==> src/rtl/pe_row_drain_pkg.sv <==
// Shared constants for the PE-row read-out path: accumulator/output widths
// common with the PE array, index width helper and FSM state encodings.
package pe_row_drain_pkg;

   localparam int N_PE_DEF  = 8;
   localparam int ACC_W_DEF = 27;
   localparam int OUT_W_DEF = 8;
   localparam int SH_W_DEF  = 5;

   // Index width for an N-entry row; never narrower than one bit.
   function automatic int idx_w(input int n);
      return (n > 1) ? $clog2(n) : 1;
   endfunction

   localparam int IDX_W = idx_w(N_PE_DEF);

   localparam logic [0:0] ST_IDLE = 1'b0;
   localparam logic [0:0] ST_SEND = 1'b1;

endpackage

==> src/rtl/requant_sat.sv <==
// Combinational requantizer: round-half-up, arithmetic right shift,
// optional ReLU, then saturation into a signed OUT_W-bit range.
module requant_sat
   import pe_row_drain_pkg::*;
#(
   parameter int ACC_W = ACC_W_DEF,
   parameter int OUT_W = OUT_W_DEF,
   parameter int SH_W  = SH_W_DEF
) (
   input  logic signed [ACC_W-1:0] i_x,
   input  logic        [SH_W-1:0]  i_shift,
   input  logic                    i_relu,
   output logic signed [OUT_W-1:0] o_q
);

   localparam int WW = ACC_W + 1;
   localparam logic signed [WW-1:0] Q_MAX = WW'((2 ** (OUT_W - 1)) - 1);
   localparam logic signed [WW-1:0] Q_MIN = ~Q_MAX;

   // The rounding bit only exists while it fits below the sign bit; for larger
   // shifts the result is just the sign of the operand.
   function automatic logic signed [WW-1:0] round_shift(
      input logic signed [ACC_W-1:0] x,
      input logic        [SH_W-1:0]  s
   );
      logic signed [WW-1:0] wide;
      logic signed [WW-1:0] rnd;
      wide = WW'(x);
      rnd  = '0;
      if ((s != '0) && (int'(s) <= ACC_W))
         rnd[s - 1'b1] = 1'b1;
      return (wide + rnd) >>> s;
   endfunction

   function automatic logic signed [OUT_W-1:0] sat(
      input logic signed [WW-1:0] v,
      input logic                 relu
   );
      logic signed [WW-1:0] t;
      t = (relu && v[WW-1]) ? '0 : v;
      if (t > Q_MAX)
         return Q_MAX[OUT_W-1:0];
      else if (t < Q_MIN)
         return Q_MIN[OUT_W-1:0];
      else
         return t[OUT_W-1:0];
   endfunction

   logic signed [WW-1:0] w_shr;

   assign w_shr = round_shift(i_x, i_shift);
   assign o_q   = sat(w_shr, i_relu);

endmodule

==> src/rtl/pe_row_drain.sv <==
// Read-out end of a systolic PE row: snapshots all accumulators on start and
// streams them out requantized, one element per valid/ready handshake.
module pe_row_drain
   import pe_row_drain_pkg::*;
#(
   parameter int N_PE  = N_PE_DEF,
   parameter int ACC_W = ACC_W_DEF,
   parameter int OUT_W = OUT_W_DEF,
   parameter int SH_W  = SH_W_DEF
) (
   input  logic                          clk,
   input  logic                          reset,
   input  logic                          start,
   input  logic [N_PE*ACC_W-1:0]         sum_in,
   input  logic [SH_W-1:0]               shift,
   input  logic                          relu_en,
   output logic                          busy,
   output logic signed [OUT_W-1:0]       out_data,
   output logic [idx_w(N_PE)-1:0]        out_idx,
   output logic                          out_valid,
   input  logic                          out_ready,
   output logic                          done
);

   localparam int W_IDX = idx_w(N_PE);

   logic [0:0]              r_state;
   logic signed [ACC_W-1:0] r_bank [N_PE];
   logic [SH_W-1:0]         r_shift;
   logic                    r_relu;
   logic [W_IDX-1:0]        r_idx;
   logic signed [OUT_W-1:0] r_data;
   logic                    r_valid;
   logic                    r_busy;
   logic                    r_done;

   logic                    w_accept;
   logic                    w_xfer;
   logic                    w_last;
   logic [W_IDX-1:0]        w_nxt_idx;
   logic signed [ACC_W-1:0] w_q_x;
   logic [SH_W-1:0]         w_q_sh;
   logic                    w_q_relu;
   logic signed [OUT_W-1:0] w_q;

   assign w_accept  = (r_state == ST_IDLE) && start;
   assign w_xfer    = (r_state == ST_SEND) && r_valid && out_ready;
   assign w_last    = (r_idx == W_IDX'(N_PE - 1));
   assign w_nxt_idx = w_last ? '0 : r_idx + 1'b1;

   // One requantizer serves both the first element (straight from sum_in at
   // capture) and every following element (from the bank, with latched controls).
   always_comb begin
      w_q_x    = r_bank[w_nxt_idx];
      w_q_sh   = r_shift;
      w_q_relu = r_relu;
      if (r_state == ST_IDLE) begin
         w_q_x    = sum_in[ACC_W-1:0];
         w_q_sh   = shift;
         w_q_relu = relu_en;
      end
   end

   requant_sat #(
      .ACC_W (ACC_W),
      .OUT_W (OUT_W),
      .SH_W  (SH_W)
   ) u_requant (
      .i_x     (w_q_x),
      .i_shift (w_q_sh),
      .i_relu  (w_q_relu),
      .o_q     (w_q)
   );

   // Snapshot bank and latched controls carry data only, so no reset.
   always_ff @(posedge clk) begin
      if (w_accept) begin
         for (int k = 0; k < N_PE; k++)
            r_bank[k] <= sum_in[k*ACC_W +: ACC_W];
         r_shift <= shift;
         r_relu  <= relu_en;
      end
   end

   always_ff @(posedge clk or posedge reset) begin
      if (reset) begin
         r_state <= ST_IDLE;
         r_idx   <= '0;
         r_data  <= '0;
         r_valid <= 1'b0;
         r_busy  <= 1'b0;
         r_done  <= 1'b0;
      end else begin
         r_done <= 1'b0;
         case (r_state)
            ST_IDLE: begin
               if (start) begin
                  r_idx   <= '0;
                  r_data  <= w_q;
                  r_valid <= 1'b1;
                  r_busy  <= 1'b1;
                  r_state <= ST_SEND;
               end
            end
            default: begin
               if (w_xfer) begin
                  if (w_last) begin
                     r_valid <= 1'b0;
                     r_busy  <= 1'b0;
                     r_done  <= 1'b1;
                     r_state <= ST_IDLE;
                  end else begin
                     r_idx  <= w_nxt_idx;
                     r_data <= w_q;
                  end
               end
            end
         endcase
      end
   end

   assign busy      = r_busy;
   assign out_data  = r_data;
   assign out_idx   = r_idx;
   assign out_valid = r_valid;
   assign done      = r_done;

endmodule
==> config.mk <==
export PLATFORM = sky130hd
export DESIGN_NAME = pe_row_drain
export DESIGN_NICKNAME = d
export VERILOG_FILES = /design/src/rtl/pe_row_drain_pkg.sv /design/src/rtl/requant_sat.sv /design/src/rtl/pe_row_drain.sv
export SDC_FILE = /design/constraint.sdc
export NUM_CORES = 1
export LEC_CHECK = 0
export BUFFER_PORTS_ARGS = -buffer_cell sky130_fd_sc_hd__buf_2
export CAP_MARGIN = 40
export CORE_MARGIN = 3
export CORE_UTILIZATION = 36
export CTS_CLUSTER_DIAMETER = 200
export DETAILED_ROUTE_END_ITERATION = 8
export GPL_ROUTABILITY_DRIVEN = 1
export PLACE_DENSITY = 0.58
export SLEW_MARGIN = 20
export SYNTH_ARGS = -nofsm -noshare
export SYNTH_HDL_FRONTEND = slang
export SYNTH_SLANG_ARGS = --single-unit
==> constraint.sdc <==
create_clock -name clk -period 14.14 [get_ports clk]
set_clock_uncertainty 0.1 [all_clocks]
set_input_delay 4.242 -clock clk [delete_from_list [all_inputs] [get_ports clk]]
set_output_delay 4.242 -clock clk [all_outputs]
set_load 0.05 [all_outputs]
==> results of run 1 <==
==> sequential cells by signal, indices dropped and copies added (netlist names) <==
name,count
busy,1
done,1
out_data,8
out_idx,3
r_bank,216
r_relu,1
r_shift,5
r_state,1
==> Yosys cell counts, types with 14 or more instances <==
library cell | instances | area share
sky130_fd_sc_hd__a211oi_1 | 18 | 0.010
sky130_fd_sc_hd__a21oi_1 | 78 | 0.029
sky130_fd_sc_hd__and3_1 | 15 | 0.0070
sky130_fd_sc_hd__buf_1 | 17 | 0.0047
sky130_fd_sc_hd__buf_2 | 17 | 0.0063
sky130_fd_sc_hd__clkbuf_1 | 30 | 0.0084
sky130_fd_sc_hd__dfrtp_1 | 14 | 0.026
sky130_fd_sc_hd__edfxtp_1 | 222 | 0.49
sky130_fd_sc_hd__ha_1 | 29 | 0.027
sky130_fd_sc_hd__mux2i_1 | 49 | 0.036
sky130_fd_sc_hd__mux4_2 | 55 | 0.092
sky130_fd_sc_hd__nand2_1 | 91 | 0.025
sky130_fd_sc_hd__nand3_1 | 18 | 0.0067
sky130_fd_sc_hd__nor2_1 | 129 | 0.036
sky130_fd_sc_hd__nor3_1 | 18 | 0.0067
sky130_fd_sc_hd__o211ai_1 | 14 | 0.0078
sky130_fd_sc_hd__o21ai_0 | 37 | 0.014
sky130_fd_sc_hd__o22ai_1 | 14 | 0.0065
==> layout make-up <==
type                            instances  area, µm²  share of cell area
Antenna cell                            2       5.00            0.000312
Clock buffer                           29        683              0.0426
Clock inverter                         18        139             0.00866
Inverter                                6       30.0             0.00187
Multi-Input combinational cell        806       6200               0.387
Sequential cell                       236       7020               0.438
Tap cell                              468        586              0.0365
Timing Repair Buffer                  255       1370              0.0857
==> per-stage QoR <==
stage                     setup slack (ns)  std cells  utilization
after CTS                             4.67       1818        0.436
after global placement                4.13       1767        0.411
after detailed placement              4.09       1771        0.413
after global routing                  4.14       1820        0.436
after floorplan                       4.05       1114            -
final                                 4.50       1820        0.436
==> placed cells by master (no fill, tap or decap), drive strengths merged, types with 17 or more instances in the layout <==
master,synthesis,layout
nor3,19,19
edfxtp,222,222
a211oi,19,19
nand3,18,18
buf,36,255
clkbuf,30,29
ha,29,29
o211ai,17,17
mux4,55,55
o21ai,44,44
mux2i,50,50
a21oi,81,81
nand2,91,91
nor2,131,131
==> power breakdown <==
part	leakage (nW)	internal, mW	switching, mW
sequential	2.15	0.816	0.0205
combinational	3.36	0.915	1.52
clock	0.406	0.369	0.287
total	5.92	2.10	1.83
==> worst max-delay path, cell delays in order <==
cell and delay, ns:
sky130_fd_sc_hd__buf_2 0.12, sky130_fd_sc_hd__mux2i_4 0.13, sky130_fd_sc_hd__buf_4 0.48, sky130_fd_sc_hd__nand2_1 0.51, sky130_fd_sc_hd__nor2_1 0.32, sky130_fd_sc_hd__ha_1 0.29
sky130_fd_sc_hd__a211oi_2 0.27, sky130_fd_sc_hd__o211ai_1 0.19, sky130_fd_sc_hd__a41oi_1 0.71, sky130_fd_sc_hd__o21ai_1 0.31, sky130_fd_sc_hd__a2111oi_0 0.60, sky130_fd_sc_hd__or3_1 0.21
sky130_fd_sc_hd__a211o_1 0.16, sky130_fd_sc_hd__a32oi_1 0.14, sky130_fd_sc_hd__a211oi_1 0.31, sky130_fd_sc_hd__nand4_1 0.18, sky130_fd_sc_hd__a311oi_2 0.56, sky130_fd_sc_hd__o22ai_1 0.18
==> worst paths after layout <==
check / depth (start not counted) / endpoint
max: 18 / out_data[4]
min: 2 / out_data[7]
max reg2reg: 20 / out_data[4]
min reg2reg: 2 / out_data[7]
max in group asynchronous: 2 / r_state
min in group asynchronous: 2 / out_idx[1]
==> layer usage <==
metal	part of all wire	up-vias
li1	-	4909
met1	0.43	5191
met2	0.47	449
met3	0.075	74
met4	0.021	4
met5	0.00045	-
==> logic make-up (layout without fill, tap and decap cells) <==
group,after synthesis,count (layout),synth area share
xor+xnor,15,15,0.00975
fa+ha+maj,30,30,0.0284
simple gates,341,341,0.118
mux,113,113,0.136
compound gates,307,307,0.165
buf+inv,72,308,0.0222
flops,236,236,0.521
other cells,0,2,0
==> metrics.md, run 1 <==
| Metric | Value |
|---|---|
| Final Hold Violating Endpoints | `0` |
| Status | `complete, no violations` |
| Max clock buf depth | `3` |
| Signal arrival time at the worst endpoint | `approximately 10 ns` |
| Max-Cap Viols | `0` |
| Met1 Resource Use GR | `0.295` |
| Dpl cell area | `15200 µm²` |
| Syn avg cell area | `about 12 µm²` |
| Origin of the worst min-delay path | `out_data[7]` |
| Netlist cell types | `95` |
| Post-synth EDFFs | `222` |
| Worst path required time | `14.46 ns` |
| DRC violation count after routing | `0` |
| Post-DR wirelength/cell | `about 23 µm` |
| Final-report max-slew violation count | `0` |
| GP Congestion | `1.00` |
| Core region area | `36800 µm²` |
| Die Width | `between 150 and 200 µm` |
| Worst hold-check slack | `0.382 ns` |
| Number of buffers created by CTS | `27` |
| Number of global-route vias before repair | `approximately 11000` |
| Unrepaired setup endpoints after global routing | `no` |
| Later-pin clock latency in the skew report | `between 0.5 and 0.6 ns` |
| Total length of routed wires | `around 42 mm` |
| Cells after Synth | `between 1000 and 1500` |
| Clock transition at path regs | `0.06 ns` |
| Maximum fanout along the worst path | `45` |
| Global-route wire length before repair | `about 64 mm` |
| Total power after layout | `about 4 mW` |
| Clock net sink count | `236` |
| CTS tree | `done` |
| Share of post-route cells with drive strength above 1 | `0.296` |
| Main flop type after synthesis | `sky130_fd_sc_hd__edfxtp_1` |
| Fin crit share | `0.682` |
| Sort of element at the start of the critical path | `input pin` |
| Grt peak-use layer | `met2` |
| Vias per std cell | `5.84` |
| Clk Tree Root Cell | `sky130_fd_sc_hd__clkbuf_16` |
| FMAX | `104 MHz` |
| Number of flip-flops and latches in the synthesized netlist | `236` |
| Synth async-reset ratio | `0.0593` |
| Number of input and output port buffers inserted | `239` |
| Worst setup EP type | `flop` |
| Syn nets | `1370` |
| Netlist area before placement | `13500 µm²` |
| Hold buffers post-CTS | `0` |
| Final setup violation count | `0` |
| Relative slew slack | `0.416` |
| Global routing met3 resource utilization | `0.0406` |
| Number of inserted filler cells in the final layout | `3493` |
| Synth-to-Final Area Change | `19.0%` |
| Post-detailed-placement half-perimeter wirelength | `about 32 mm` |
| Starting Density | `0.366` |
| Warnings from Yosys | `0` |
| Pwr Density | `245 nW/µm²` |
| Shortest clock period the worst path allows after layout | `9.64 ns` |
| Worst Path Class, Setup | `input pin to flop` |
| Total Die Area | `39800 µm²` |
| Hold WC Path Type | `flop to flop` |
| Total track usage | `0.210` |
| Antenna-violating nets left | `0` |
| Pre-Repair DR Iteration Count | `5` |
| Register area share after synthesis | `0.521` |
| Violation count after the first detailed-routing iteration | `about 1100` |
| # resized after CTS | `0` |
| Actual transition at the worst max-transition pin | `between 0.8 and 0.9 ns` |
| Global route overflow | `0` |
| Pin count of the biggest net entering global routing | `112` |
| Antenna violations before repair | `4` |
| Vias | `10600` |
| VDD IR-drop max | `about 0.12 mV` |
| Final instance area | `16000 µm²` |
| Global-route met2 utilization | `0.337` |
| Leakage component of the power | `5.92 nW` |
| Number of setup buffers added after CTS | `0` |
| Count of H-tree levels built during CTS | `1` |
| Final setup TNS | `0 ns` |
| Slack of the worst reg-to-reg path | `6.69 ns` |
| Crit. Startpoint | `shift[0]` |
| Row count | `70` |
| Net count, final | `~1600` |
| Top-level port count | `240` |
| Die H | `199 µm` |
| Critical R2R Launch | `out_idx[0]` |
(Power assumes the default switching activity.)
==> inputs of run 2 (changes only) <==
==> constraint.sdc (replaced) <==
create_clock -name clk -period 9 [get_ports clk]
set_clock_uncertainty 0.1 [all_clocks]
set_input_delay 2.7 -clock clk [delete_from_list [all_inputs] [get_ports clk]]
set_output_delay 2.7 -clock clk [all_outputs]
set_load 0.05 [all_outputs]
==> metrics.md, run 2 (synthesis gave the netlist of run 1 again) <==
| Metric | Value |
|---|---|
| Status | `complete, no violations` |
| Final setup violation count | `0 (unchanged)` |
| Final Hold Violating Endpoints | `0 (unchanged)` |
| Actual transition at the worst max-transition pin | `0.832 ns (-0.0226 ns)` |
| Clock net sink count | `236 (unchanged)` |
| FMAX | `between 100 and 150 MHz` |
| Clock transition at path regs | `0.07 ns (about the same)` |
| Final setup TNS | `0 ns (unchanged)` |
| Share of post-route cells with drive strength above 1 | `0.304 (+0.00860)` |
| Max clock buf depth | `3 (unchanged)` |
| Worst setup EP type | `flop` |
| Global-route wire length before repair | `64.5 mm (+0.83%)` |
| Share of total power consumed by net switching | `0.458 (-0.00747)` |
| Relative slew slack | `0.445 (+0.0298)` |
| Top register by number of flip-flops | `r_bank` |
| Total Die Area | `39800 µm² (unchanged)` |
| Combinational share of power | `0.619 (about the same)` |
| Number of setup buffers added after CTS | `0 (unchanged)` |
| Worst Path Class, Setup | `input pin to flop` |
| Shortest clock period the worst path allows after layout | `7.74 ns` |
| Largest register FFs | `216 (unchanged)` |
| Die Width | `199 µm (unchanged)` |
| Count of H-tree levels built during CTS | `1 (unchanged)` |
| Synth-to-Final Area Change | `20.4%` |
| Top-level port count | `240 (unchanged)` |
| Most frequent standard cell in the layout excluding fill and tap cells | `sky130_fd_sc_hd__buf_2` |
| Global route overflow | `0 (unchanged)` |
| Vias per std cell | `5.86 (+0.31%)` |
| Antenna-violating nets left | `0 (unchanged)` |
| Hold buffers post-CTS | `0 (unchanged)` |
| Violation count after the first detailed-routing iteration | `996 (-12%)` |
| DRC violation count after routing | `0 (unchanged)` |
| Register share of total power | `0.208 (-0.005)` |
| Internal | `3.42 mW (+63%)` |
| Clk network pwr share | `0.173 (+0.006)` |
| Sort of element at the start of the critical path | `input pin` |
| Vias | `10800 (+1.4%)` |
| Unrepaired setup endpoints after global routing | `no` |
| Post-DR wirelength/cell | `23.3 µm (+0.61%)` |
| Number of input and output port buffers inserted | `239 (unchanged)` |
| Net Switching | `2.89 mW (+58%)` |
| Core region area | `36800 µm² (unchanged)` |
| Later-pin clock latency in the skew report | `0.56 ns (about the same)` |
| Total track usage | `0.215 (+0.00473)` |
| Die H | `199 µm (unchanged)` |
| Worst path required time | `9.32 ns (-5.14 ns)` |
| Fin crit share | `0.860` |
| Maximum fanout along the worst path | `18 (-60%)` |
| Number of buffers created by CTS | `26 (-3.7%)` |
| Pwr Density | `389 nW/µm² (+59%)` |
| Number of global-route vias before repair | `10700 (+1.3%)` |
| Post-detailed-placement half-perimeter wirelength | `32.9 mm (+4.1%)` |
| Pre-Repair DR Iteration Count | `7 (+2)` |
| Total length of routed wires | `42.9 mm (+1.7%)` |
| Signal arrival time at the worst endpoint | `8.07 ns (-1.89 ns)` |
| Final instance area | `16200 µm² (+1.2%)` |
| Net count, final | `1609 (+1.3%)` |
| Antenna violations before repair | `6 (+2)` |
| Hold WC Path Type | `flop to flop` |
| CTS tree | `done` |
| Starting Density | `0.366 (unchanged)` |
| # resized after CTS | `0 (unchanged)` |
| Final-report max-slew violation count | `0 (unchanged)` |
| Leakage component of the power | `6.03 nW (+1.9%)` |
| Commonest cells after routing, fill and taps aside | `240 x sky130_fd_sc_hd__buf_2, 222 x sky130_fd_sc_hd__edfxtp_1, 129 x sky130_fd_sc_hd__nor2_1` |
| Dpl cell area | `15300 µm² (+0.96%)` |
| VDD IR-drop max | `0.184 mV (+51%)` |
| Clk Tree Root Cell | `sky130_fd_sc_hd__clkbuf_16` |
| Layout Utilization | `0.441 (+0.00524)` |
| Max-Cap Viols | `0 (unchanged)` |
| Row count | `70 (unchanged)` |
| Pin count of the biggest net entering global routing | `112 (unchanged)` |
| GP Congestion | `0.999 (-0.40%)` |
[run 2: cell count changes in the layout (fill, tap and decap cells not counted), moves of 3 or more]
cell and delta:
sky130_fd_sc_hd__buf_4 +23, sky130_fd_sc_hd__bufinv_16 +3, sky130_fd_sc_hd__clkbuf_1 +5, sky130_fd_sc_hd__clkinv_2 -5
[run 2: area by class of cell]
cell class,instances,area (µm²)
Tap cell,468,586
Inverter,6,30.0
Timing Repair Buffer,277,1520
Clock inverter,13,195
Fill cell,3429,20600
Sequential cell,236,7020
Multi-Input combinational cell,806,6200
Antenna cell,1,2.50
Clock buffer,33,677
[run 2: per-stage QoR]
step | std cells | hold WS, ns | worst slack (ns) | total power, mW
floorplan | 1114 | 0.468 | 0.456 | 4.08
global placement | 1790 | 0.379 | 0.753 | 5.20
detailed placement | 1793 | 0.376 | 0.823 | 5.19
CTS | 1839 | 0.389 | 1.41 | 6.30
global route | 1840 | 0.419 | 0.910 | 6.71
finish | 1840 | 0.378 | 1.26 | 6.31
[run 2: path summary, 6_finish.rpt]
check	start	end	slack, ns	depth (start not counted)
min in group asynchronous	reset	out_idx[2]	2.07	2
min reg2reg	out_data[7]	out_data[7]	0.38	2
min	out_data[7]	out_data[7]	0.38	2
max reg2reg	out_idx[0]	out_data[6]	2.02	21
max in group asynchronous	reset	r_state	6.34	2
max	shift[2]	out_data[6]	1.26	19
[run 2: power by group through the flow]
stage / sequential (mW) / clock, mW / combinational, mW
CTS: 1.32 / 1.12 / 3.86
global route: 1.32 / 1.16 / 4.23
global placement: 1.34 / 0 / 3.86
floorplan: 1.41 / 0 / 2.67
finish: 1.32 / 1.09 / 3.91
detailed placement: 1.34 / 0 / 3.85
[run 2: critical path: stages]
cell and delay [ns]:
sky130_fd_sc_hd__buf_2 0.10, sky130_fd_sc_hd__mux2_2 0.40, sky130_fd_sc_hd__buf_4 0.32, sky130_fd_sc_hd__nand3_1 0.26
sky130_fd_sc_hd__nor2_1 0.26, sky130_fd_sc_hd__ha_1 0.42, sky130_fd_sc_hd__buf_4 0.24, sky130_fd_sc_hd__nand2_1 0.17
sky130_fd_sc_hd__o211ai_1 0.15, sky130_fd_sc_hd__a41o_1 0.31, sky130_fd_sc_hd__or4_1 0.54, sky130_fd_sc_hd__o21ai_0 0.22
sky130_fd_sc_hd__o21ai_0 0.29, sky130_fd_sc_hd__o2111ai_1 0.29, sky130_fd_sc_hd__a32oi_1 0.21, sky130_fd_sc_hd__a211oi_1 0.27
sky130_fd_sc_hd__nand4_1 0.15, sky130_fd_sc_hd__a311oi_2 0.55, sky130_fd_sc_hd__o22ai_1 0.18
[run 2: metal layers]
metal / up-vias / wire length (µm) / track usage
met1: 5247 / 18100 / 0.293
met4: 10 / 1420 / 0.0672
met3: 104 / 3450 / 0.0513
met5: - / 60 / 0
li1: 4943 / - / -
met2: 473 / 19800 / 0.341
==> inputs of run 3 (changes only) <==
--- a/config.mk
+++ b/config.mk
@@ -12,6 +12,7 @@
 export CTS_CLUSTER_DIAMETER = 200
 export DETAILED_ROUTE_END_ITERATION = 8
 export GPL_ROUTABILITY_DRIVEN = 1
+export GPL_TIMING_DRIVEN = 0
 export PLACE_DENSITY = 0.58
 export SLEW_MARGIN = 20
 export SYNTH_ARGS = -nofsm -noshare
==> metrics.md, run 3 (synthesis gave the netlist of run 1 again) <==
| Metric | Value |
|---|---|
| Critical R2R Launch | `out_idx[0]` |
| Core region area | `36800 µm² (unchanged)` |
| Hold WC Path Type | `flop to flop` |
| Final setup slack of the worst path | `0.459 ns (-0.799 ns)` |
| Number of inserted filler cells in the final layout | `3447 (+0.52%)` |
| Antenna-violating nets left | `0 (unchanged)` |
| Signal arrival time at the worst endpoint | `8.85 ns (+0.78 ns)` |
| Post-detailed-placement half-perimeter wirelength | `35.1 mm (+6.9%)` |
| Largest register FFs | `216 (unchanged)` |
| Actual transition at the worst max-transition pin | `0.894 ns (+0.0618 ns)` |
| Most frequent standard cell in the layout excluding fill and tap cells | `sky130_fd_sc_hd__buf_2` |
| Sort of element at the start of the critical path | `input pin` |
| Post-DR wirelength/cell | `23.8 µm (+2.1%)` |
| Maximum fanout along the worst path | `10 (-8)` |
| Share of post-route cells with drive strength above 1 | `0.292 (-0.0126)` |
| Crit-path slowest cell | `sky130_fd_sc_hd__a222oi_1` |
| Commonest cells after routing, fill and taps aside | `258 x sky130_fd_sc_hd__buf_2, 222 x sky130_fd_sc_hd__edfxtp_1, 129 x sky130_fd_sc_hd__nor2_1` |
| Global route overflow | `0 (unchanged)` |
| FMAX | `117 MHz (-9.4%)` |
| Status | `complete, no violations` |
| Count of H-tree levels built during CTS | `1 (unchanged)` |
| Final-report max-slew violation count | `0 (unchanged)` |
| Relative slew slack | `0.404 (-0.0412)` |
| Clk Tree Root Cell | `sky130_fd_sc_hd__clkbuf_16` |
| Crit. Startpoint | `shift[2]` |
| Final setup TNS | `0 ns (unchanged)` |
| Delay of the slowest critical-path stage | `0.57 ns (+0.02 ns)` |
| Pre-Repair DR Iteration Count | `6 (-1)` |
| Top register by number of flip-flops | `r_bank` |
| Global-route wire length before repair | `67.4 mm (+4.6%)` |
| Worst path required time | `9.31 ns (about the same)` |
| DRC violation count after routing | `0 (unchanged)` |
| Worst Path Class, Setup | `input pin to flop` |
| Slack of the worst reg-to-reg path | `1.18 ns (-0.84 ns)` |
| Number of global-route vias before repair | `10800 (+1.3%)` |
| Violation count after the first detailed-routing iteration | `946 (-5.0%)` |
| Dpl cell area | `15400 µm² (+0.28%)` |
| Die Width | `199 µm (unchanged)` |
| Vias | `10900 (+1.2%)` |
| Number of input and output port buffers inserted | `239 (unchanged)` |
| Synth-to-Final Area Change | `21.2%` |
| Origin of the worst min-delay path | `out_data[7]` |
| VDD IR-drop max | `0.199 mV (+8.1%)` |
| Worst setup EP type | `flop` |
| Total length of routed wires | `44.8 mm (+4.6%)` |
| Total Die Area | `39800 µm² (unchanged)` |
| GP Congestion | `0.972 (-2.7%)` |
| Pwr Density | `388 nW/µm² (-0.22%)` |
| Final setup violation count | `0 (unchanged)` |
| Fin crit share | `0.949 (+0.0888)` |
| Leakage component of the power | `6.07 nW (+0.80%)` |
| Number of buffers created by CTS | `26 (unchanged)` |
| Clock transition at path regs | `0.06 ns (about the same)` |
| Unrepaired setup endpoints after global routing | `no` |
| Max-Cap Viols | `0 (unchanged)` |
| Starting Density | `0.366 (unchanged)` |
| Hold buffers post-CTS | `0 (unchanged)` |
| Row count | `70 (unchanged)` |
| Die H | `199 µm (unchanged)` |
| CTS tree | `done` |
| Post-Place Setup Slack | `-0.258 ns (-1.08 ns)` |
| Clock net sink count | `236 (unchanged)` |
| Shortest clock period the worst path allows after layout | `8.54 ns (+0.799 ns)` |
| Total power after layout | `6.34 mW (+0.45%)` |
| Total track usage | `0.225 (+0.0102)` |
| Vias per std cell | `5.79 (-1.2%)` |
| Final Hold Violating Endpoints | `0 (unchanged)` |
| Number of setup buffers added after CTS | `0 (unchanged)` |
| Antenna violations before repair | `5 (-1)` |
| Max clock buf depth | `3 (unchanged)` |
| Net count, final | `1650 (+2.5%)` |
| Pin count of the biggest net entering global routing | `115 (+2.7%)` |
| Later-pin clock latency in the skew report | `0.56 ns (about the same)` |
| Top-level port count | `240 (unchanged)` |
| Critical path, cell by cell | `buf_2 -> mux2i_1 -> buf_4 -> clkbuf_1 -> buf_2 -> buf_1 -> nand2_1 -> nor2_1 -> ha_1 -> and3_1 -> nand2_1 -> o21a_1 -> o2111a_1 -> or3_1 -> a222oi_1 -> o21ai_0 -> o21ba_1 -> a32oi_1 -> a31oi_1 -> a311oi_4 -> o22ai_1` |
| # resized after CTS | `0 (unchanged)` |
| Final instance area | `16300 µm² (+0.67%)` |
run 3: final timing paths:
kind	to	depth (start not counted)
min in group asynchronous	busy	2
min	out_data[7]	2
min reg2reg	out_data[7]	2
max reg2reg	out_data[1]	20
max in group asynchronous	out_data[5]	2
max	out_data[1]	21
run 3: critical path, delay by kind of cell:
| family | cells | cell delay (ns) |
|---|---|---|
| adders and majority gates | 1 | 0.26 |
| AOI/OAI and AO/OA | 9 | 2.87 |
| buffers and inverters | 5 | 1.51 |
| muxes | 1 | 0.17 |
| and+or+nand+nor | 5 | 1.33 |
run 3: per-stage QoR:
step / util / cells / hold slack [ns]
floorplan: - / 1114 / 0.468
global placement: 0.415 / 1821 / 0.370
detailed placement: 0.418 / 1831 / 0.369
CTS: 0.442 / 1878 / 0.383
global route: 0.444 / 1884 / 0.468
finish: 0.444 / 1885 / 0.373
run 3: layout make-up:
cell class | count | area [µm²] | area share
antenna | 4 | 10.0 | 0.000613
tap | 468 | 586 | 0.0359
sequential | 236 | 7020 | 0.430
clock buffer | 29 | 662 | 0.0405
timing repair buffer | 252 | 1360 | 0.0832
buffer | 66 | 277 | 0.0169
inverter | 6 | 30.0 | 0.00184
clock inverter | 18 | 198 | 0.0121
multi-input combinational | 806 | 6190 | 0.379
run 3: layer usage:
metal	track usage	up-vias	routed length [µm]	share of wire
met4	0.0571	4	1050	0.023
li1	-	5036	-	-
met5	0	-	32	0.00071
met3	0.0389	78	3440	0.077
met1	0.313	5345	18700	0.42
met2	0.369	443	21600	0.48
run 3: power by group:
part / switching (mW) / leakage, nW / internal, mW
Combinational: 2.47 / 3.50 / 1.49
Sequential: 0.0266 / 2.15 / 1.28
Clock: 0.442 / 0.418 / 0.619
Total: 2.94 / 6.07 / 3.39
